File: src/rtl/conv_pkg.sv
// Shared constants, FSM encoding and patch packing helper for the conv window generator.
package conv_pkg;

    localparam int K         = 3;
    localparam int DW        = 8;
    localparam int CH        = 3;
    localparam int WIN_BYTES = K * K * CH;
    localparam int WIN_W     = WIN_BYTES * DW;

    typedef enum logic [1:0] {
        ST_FILL = 2'd0,
        ST_RUN  = 2'd1,
        ST_DONE = 2'd2
    } state_e;

    // MSB of element e; elements are packed from the top of the word down
    function automatic int elem_msb(input int e, input int dw, input int ch);
        return 9 * ch * dw - 1 - dw * e;
    endfunction

endpackage

File: src/rtl/conv_window_gen_line_buf.sv
// Two line buffers sharing a column index; mid row shifts into top row on each write.
module conv_line_buf #(
    parameter int IMG_W = 16,
    parameter int PW    = 24,
    parameter int CW    = 4
) (
    input  logic          clk_i,
    input  logic [CW-1:0] col_i,
    input  logic          we_i,
    input  logic [PW-1:0] pix_i,
    output logic [PW-1:0] top_o,
    output logic [PW-1:0] mid_o
);

    logic [PW-1:0] top_q [IMG_W];
    logic [PW-1:0] mid_q [IMG_W];

    assign top_o = top_q[col_i];
    assign mid_o = mid_q[col_i];

    always_ff @(posedge clk_i) begin
        if (we_i) begin
            top_q[col_i] <= mid_q[col_i];
            mid_q[col_i] <= pix_i;
        end
    end

endmodule

File: src/rtl/conv_window_gen.sv
// Raster pixel stream to 3x3xCH patch generator (valid positions only, no padding).
// Optional stall counter port enabled by CONV_WIN_STALL_CNT_EN.
module conv_window_gen #(
    parameter int IMG_W = 16,
    parameter int IMG_H = 16,
    parameter int DW    = 8,
    parameter int CH    = 3
) (
    input  logic              clk_i,
    input  logic              rst_n,
    input  logic [CH*DW-1:0]  pix_data_i,
    input  logic              pix_valid_i,
    output logic              pix_ready_o,
    output logic [9*CH*DW-1:0] win_data_o,
    output logic              win_valid_o,
    input  logic              win_ready_i,
`ifdef CONV_WIN_STALL_CNT_EN
    output logic              frame_done_o,
    output logic [15:0]       stall_cnt_o
`else
    output logic              frame_done_o
`endif
);

    import conv_pkg::*;

    localparam int PW = CH * DW;
    localparam int WW = 9 * CH * DW;
    localparam int CW = (IMG_W > 1) ? $clog2(IMG_W) : 1;
    localparam int RW = (IMG_H > 1) ? $clog2(IMG_H) : 1;

    state_e        state_q;
    logic [CW-1:0] col_q;
    logic [RW-1:0] row_q;
    logic          rdy_q;
    logic          win_valid_q;
    logic [WW-1:0] win_data_q;
    logic          done_q;

    logic [2:0][2:0][PW-1:0] wc_q;
    logic [2:0][2:0][PW-1:0] wn;
    logic [WW-1:0] pack;
    logic [PW-1:0] top, mid;
    logic          pix_fire, new_patch, last_col, last_row, out_hs;

    conv_line_buf #(
        .IMG_W (IMG_W),
        .PW    (PW),
        .CW    (CW)
    ) u_lb (
        .clk_i (clk_i),
        .col_i (col_q),
        .we_i  (pix_fire),
        .pix_i (pix_data_i),
        .top_o (top),
        .mid_o (mid)
    );

    assign pix_ready_o  = rdy_q && (state_q != ST_DONE)
                       && (!win_valid_q || win_ready_i);
    assign pix_fire     = pix_valid_i && pix_ready_o;
    assign last_col     = (col_q == CW'(IMG_W - 1));
    assign last_row     = (row_q == RW'(IMG_H - 1));
    assign new_patch    = pix_fire && (row_q >= RW'(2)) && (col_q >= CW'(2));
    assign out_hs       = win_valid_q && win_ready_i;
    assign win_valid_o  = win_valid_q;
    assign win_data_o   = win_data_q;
    assign frame_done_o = done_q;

    // wn[c][r]: column 0 is leftmost, row 0 is top
    always_comb begin
        wn       = '0;
        wn[0]    = wc_q[1];
        wn[1]    = wc_q[2];
        wn[2][0] = top;
        wn[2][1] = mid;
        wn[2][2] = pix_data_i;
    end

    always_comb begin
        pack = '0;
        for (int ch = 0; ch < CH; ch++)
            for (int r = 0; r < 3; r++)
                for (int c = 0; c < 3; c++)
                    pack[elem_msb(ch*9 + r*3 + c, DW, CH) -: DW] =
                        wn[c][r][PW-1-ch*DW -: DW];
    end

    always_ff @(posedge clk_i) begin
        if (pix_fire) wc_q <= wn;
    end

    always_ff @(posedge clk_i or negedge rst_n) begin
        if (!rst_n) begin
            state_q     <= ST_FILL;
            col_q       <= '0;
            row_q       <= '0;
            rdy_q       <= 1'b0;
            win_valid_q <= 1'b0;
            win_data_q  <= '0;
            done_q      <= 1'b0;
        end else begin
            rdy_q  <= 1'b1;
            done_q <= 1'b0;
            if (new_patch) begin
                win_valid_q <= 1'b1;
                win_data_q  <= pack;
            end else if (win_ready_i) begin
                win_valid_q <= 1'b0;
            end
            if (pix_fire) begin
                col_q <= last_col ? '0 : col_q + 1'b1;
                if (last_col) row_q <= last_row ? '0 : row_q + 1'b1;
            end
            unique case (state_q)
                ST_FILL: if (pix_fire && last_col && row_q == RW'(1)) state_q <= ST_RUN;
                ST_RUN:  if (pix_fire && last_col && last_row) state_q <= ST_DONE;
                ST_DONE: if (out_hs) begin
                    done_q  <= 1'b1;
                    row_q   <= '0;
                    col_q   <= '0;
                    state_q <= ST_FILL;
                end
                default: state_q <= ST_FILL;
            endcase
        end
    end

`ifdef CONV_WIN_STALL_CNT_EN
    logic [15:0] stall_q;

    always_ff @(posedge clk_i or negedge rst_n) begin
        if (!rst_n) begin
            stall_q <= '0;
        end else if (done_q) begin
            stall_q <= '0;
        end else if (win_valid_q && !win_ready_i && stall_q != 16'hFFFF) begin
            stall_q <= stall_q + 16'd1;
        end
    end

    assign stall_cnt_o = stall_q;
`endif

endmodule
File: config.mk
export PLATFORM = sky130hd
export DESIGN_NAME = conv_window_gen
export DESIGN_NICKNAME = d
export VERILOG_FILES = /design/src/rtl/conv_pkg.sv /design/src/rtl/conv_window_gen_line_buf.sv /design/src/rtl/conv_window_gen.sv
export SDC_FILE = /design/constraint.sdc
export NUM_CORES = 1
export LEC_CHECK = 0
export BUFFER_PORTS_ARGS = -buffer_cell sky130_fd_sc_hd__buf_2
export CORE_ASPECT_RATIO = 0.9
export CORE_MARGIN = 2
export CORE_UTILIZATION = 57
export CTS_BUF_LIST = sky130_fd_sc_hd__clkbuf_8
export DETAILED_ROUTE_END_ITERATION = 8
export GPL_TIMING_DRIVEN = 0
export PLACE_DENSITY = 0.8
export SYNTH_ARGS = -nofsm -noshare
export SYNTH_HDL_FRONTEND = slang
export SYNTH_SLANG_ARGS = --single-unit
File: constraint.sdc
create_clock -name clk_i -period 10.3 [get_ports clk_i]
set_input_delay 0.515 -clock clk_i [delete_from_list [all_inputs] [get_ports clk_i]]
set_output_delay 0.515 -clock clk_i [all_outputs]
set_load 0.01 [all_outputs]
==> impl_metrics.json <==
{
  "share_of_cell_area_taken_by_muxes_after_synthesis_pct": 19.7,
  "worst_r2r_startpoint": "col_q[0]$_DFF_PN0_",
  "critical_path.startpoint_type": "flip-flop",
  "synth_top_area_cells": "sky130_fd_sc_hd__edfxtp_1, sky130_fd_sc_hd__dfrtp_1, sky130_fd_sc_hd__mux4_2",
  "cts.htree.levels": 4,
  "seqCellArea_um2": 33100,
  "postSynthNetCount": 1940,
  "first_global_vias": 22300,
  "netlist.area_leader.share_pct": 63.9,
  "detail_route.wl_per_cell_um": 26.8,
  "share_seq_of_total_power_pct": 44.8,
  "average_instance_area_after_synthesis_um2": 22.5,
  "synth_sequential_area_ratio_pct": 77.3,
  "layout.filler_cells": 4462,
  "multiInputGateArea_um2": 9380,
  "rows": 95,
  "timing.critical_path.from": "col_q[0]$_DFF_PN0_",
  "routed_via_density": 5.98,
  "clock_latency_ns": 0.83,
  "grt_setup_unrepaired": "no",
  "die_x_um": 293,
  "drtIter0Drc": 2208,
  "wire_length_of_the_first_global_routing_pass_mm": 139,
  "number_of_drc_violations_after_detailed_routing": 0,
  "timing.critical_path.fanout_max": 11,
  "wire_length_reported_by_the_detailed_router_mm": 93.7,
  "r2r_slack_ns": 6.22,
  "fraction_of_the_mapped_netlist_area_in_compound_gates_pct": 0.715,
  "power.ir.vdd_worst_mv": 0.174,
  "outcome": "finished, final reports clean",
  "cts_post_setup_buffers_inserted": 0,
  "num_io_pins": 247,
  "stdcell_area_um2": 49900,
  "min-delay-start": "win_ready_i",
  "cts_made_buffers": 171,
  "design.final.nets": 2426,
  "power.share.combinational_pct": 31.5,
  "internal_power_uw": 10000,
  "finalSetupViolCount": 0,
  "power.static_leakage_uw": 0.0185,
  "drive_above_1_share_pct": 40.6,
  "dp_hpwl_mm": 60.8,
  "synth_simple_gate_area_share_pct": 0.844,
  "clk_pin_slew_worst_paths_ns": 0.06,
  "drtAntennaViolNets": 0,
  "critical_path_arrival_ns": 4.77,
  "ys_seq_elements": 1141,
  "detail_route.first_pass.iterations": 6,
  "critical_path.reg2reg.endpoint": "win_data_o[142]$_DFFE_PN0P_",
  "worst_setup_slack_after_placement_ns": 6.21,
  "global_route.usage.total_pct": 24.6,
  "worst_slew_margin_rel_pct": 15.2,
  "pwr-share-clk_pct": 23.6,
  "final-hold-violation-count": 0,
  "tritoncts": "done",
  "min_period_ns": 4.08,
  "path_class": "flip-flop to flip-flop",
  "worst_hold_path.endpoint": "state_q[1]$_DFFE_PN0P_",
  "grt_start_max_net_pins": 115,
  "min-delay-path-class": "input port to flip-flop",
  "largest_buffer_count_on_any_clock_path": 3,
  "count_of_cells_along_the_worst_hold_path": 3,
  "timing.reg2reg.worst_path_depth": 10,
  "initial_standard_cell_utilization_of_the_core_pct": 57.5,
  "yosysUniqueCellTypes": 47,
  "synth_area_leader_cell": "sky130_fd_sc_hd__edfxtp_1",
  "crit_path_required_time_ns": 10.99,
  "tightestPinTransition_ns": 1.27,
  "die_area_um2": 77400,
  "fin_util_pct": 66.9,
  "power-per-cell-area_nw_per_um2": 293,
  "report.power.total_uw": 14600,
  "clockRootBuffer": "sky130_fd_sc_hd__clkbuf_8",
  "fin_skew_ns": 0.0335,
  "grt_antenna_before_repair": 3,
  "synth.yosys.warnings": 0,
  "final.setup.worst_slack_ns": 6.22,
  "synthToLayoutAreaGrowth_pct": 16.3,
  "die_y_um": 264,
  "synth_adder_area_share_pct": 0.204,
  "placeableCoreArea_um2": 74500,
  "placed_cell_area_um2": 46600,
  "slew_violations": 0,
  "gp_routability_congestion": 0.784,
  "synth_top_family_by_area": "multiplexers",
  "port-buffer-count": 246,
  "vias": 20900,
  "swShare_pct": 31.5,
  "cts_sinks": 1141,
  "synthesis.instances": 1905,
  "post_synthesis_xor_xnor_area_fraction_pct": 0.0409,
  "globalRoute.totalOverflow": 0,
  "switching_power_uw": 4610,
  "netlist_area_um2": 42900,
  "achievable-frequency_mhz": 245,
  "maxCapViolations": 0,
  "layout_worst_path_cycle_share_pct": 39.6,
  "worstSetupEndpointType": "flip-flop"
}
worst max path at each step:
stage / to / slack, ns / cells after the start
final: win_data_o[142]$_DFFE_PN0P_ / 6.22 / 10
after global routing: u_lb.mid_q[1][7]$_DFFE_PP_ / 6.09 / 9
after CTS: win_data_o[144]$_DFFE_PN0P_ / 6.19 / 10
after detailed placement: win_data_o[147]$_DFFE_PN0P_ / 6.21 / 10
after global placement: u_lb.mid_q[1][11]$_DFFE_PP_ / -2.01 / 6
after floorplan: u_lb.mid_q[0][0]$_DFFE_PP_ / 3.15 / 5
cells in the mapped netlist (all sizes together):
cell type  count
nand2b         4
buf           73
clkinv         1
ha             7
o21bai         1
a21o           1
nor4b          1
xnor2          2
nand3b         1
dfrtp        229
nand2         16
o22ai          8
nand4          6
or2            1
inv            5
a31o           1
a22oi          4
mux4         178
and4           1
a21oi          5
and2           3
o21ai          7
edfxtp       912
nor2          21
nor4           1
conb           1
o21ba          4
or3            2
nand3          4
a31oi          5
nor3           5
nor2b          2
a211oi         1
mux2         212
or4            1
clkbuf        18
o22a           6
and3           1
or3b           2
mux2i        152
placed cells by master (no fill, tap or decap), types with 32 or more instances in the layout:
cell type / synthesis / final
sky130_fd_sc_hd__edfxtp_1: 912 / 912
sky130_fd_sc_hd__buf_2: 38 / 283
sky130_fd_sc_hd__dfrtp_1: 229 / 229
sky130_fd_sc_hd__clkbuf_8: 0 / 184
sky130_fd_sc_hd__mux4_2: 178 / 178
sky130_fd_sc_hd__mux2_4: 136 / 136
sky130_fd_sc_hd__mux2i_1: 152 / 134
sky130_fd_sc_hd__mux2_2: 76 / 76
sky130_fd_sc_hd__inv_1: 4 / 64
sky130_fd_sc_hd__buf_6: 16 / 44
sky130_fd_sc_hd__clkinv_1: 1 / 32
logic make-up after synthesis:
kind of cell             Yosys count
flip-flops                      1141
multiplexers                     542
buffers and inverters             97
AND/OR/NAND/NOR                   72
AO/OA/AOI/OAI                     43
adder cells (fa/ha/maj)            7
XOR/XNOR                           2
other                              1
layer usage:
layer	up-vias	part of all wire, %	global-route usage, %	routed length, um
met5	-	0.013	0	12
met4	2	2.9	8.84	2750
met3	224	7.8	4.94	7290
met2	1064	51	41.3	47700
met1	10900	38	32.3	36000
li1	8728	-	-	-
per-stage QoR:
step	TNS (ns)	hold WS, ns	std cells
finish	0	0.0722	3503
global route	0	0.0536	3503
CTS	0	0.00388	3502
detailed placement	0	0.364	3187
global placement	-275.91	0.425	3121
floorplan	0	0.219	1905
power by group through the flow:
stage	clock, uW	combinational [uW]	sequential [uW]
floorplan	0	2590	6780
global placement	0	4130	6660
detailed placement	0	4610	6640
CTS	3530	4640	6560
global route	3720	4880	6620
finish	3460	4610	6560
final cells by class:
type | instances | area share [%]
diodes | 1 | 0.00502
repair buffers | 313 | 4.72
flip-flops and latches | 1141 | 66.4
plain buffers | 91 | 1.04
clock buffers | 184 | 5.08
clock inverters | 130 | 1.43
inverters | 6 | 0.0552
multi-input cells | 667 | 18.8
well taps | 970 | 2.43
worst max-delay path, stage by stage, from the launching register on:
cell and delay (ns):
sky130_fd_sc_hd__dfrtp_1 0.43, sky130_fd_sc_hd__buf_2 0.20, sky130_fd_sc_hd__buf_2 0.27, sky130_fd_sc_hd__inv_2 0.22, sky130_fd_sc_hd__buf_2 0.42, sky130_fd_sc_hd__ha_1 0.33, sky130_fd_sc_hd__o21ai_4 0.12, sky130_fd_sc_hd__nor2_2 0.96
sky130_fd_sc_hd__buf_6 0.36, sky130_fd_sc_hd__buf_6 0.26, sky130_fd_sc_hd__mux2_4 0.32
registers in the layout, indices dropped and copies added (netlist names), 2 cells and up:
name        flops
col_q           4
pack          144
row_q           4
state_q         2
u_lb.mid_q    384
u_lb.top_q    384
win_data_o    216
timing repair:
item                                    4_1_cts  5_1_grt
endpoints found under the setup margin        0        0
hold buffers                                  1        0
hold endpoints to repair                    229        0
gates resized for setup                       0        0
(Power assumes the default switching activity.)
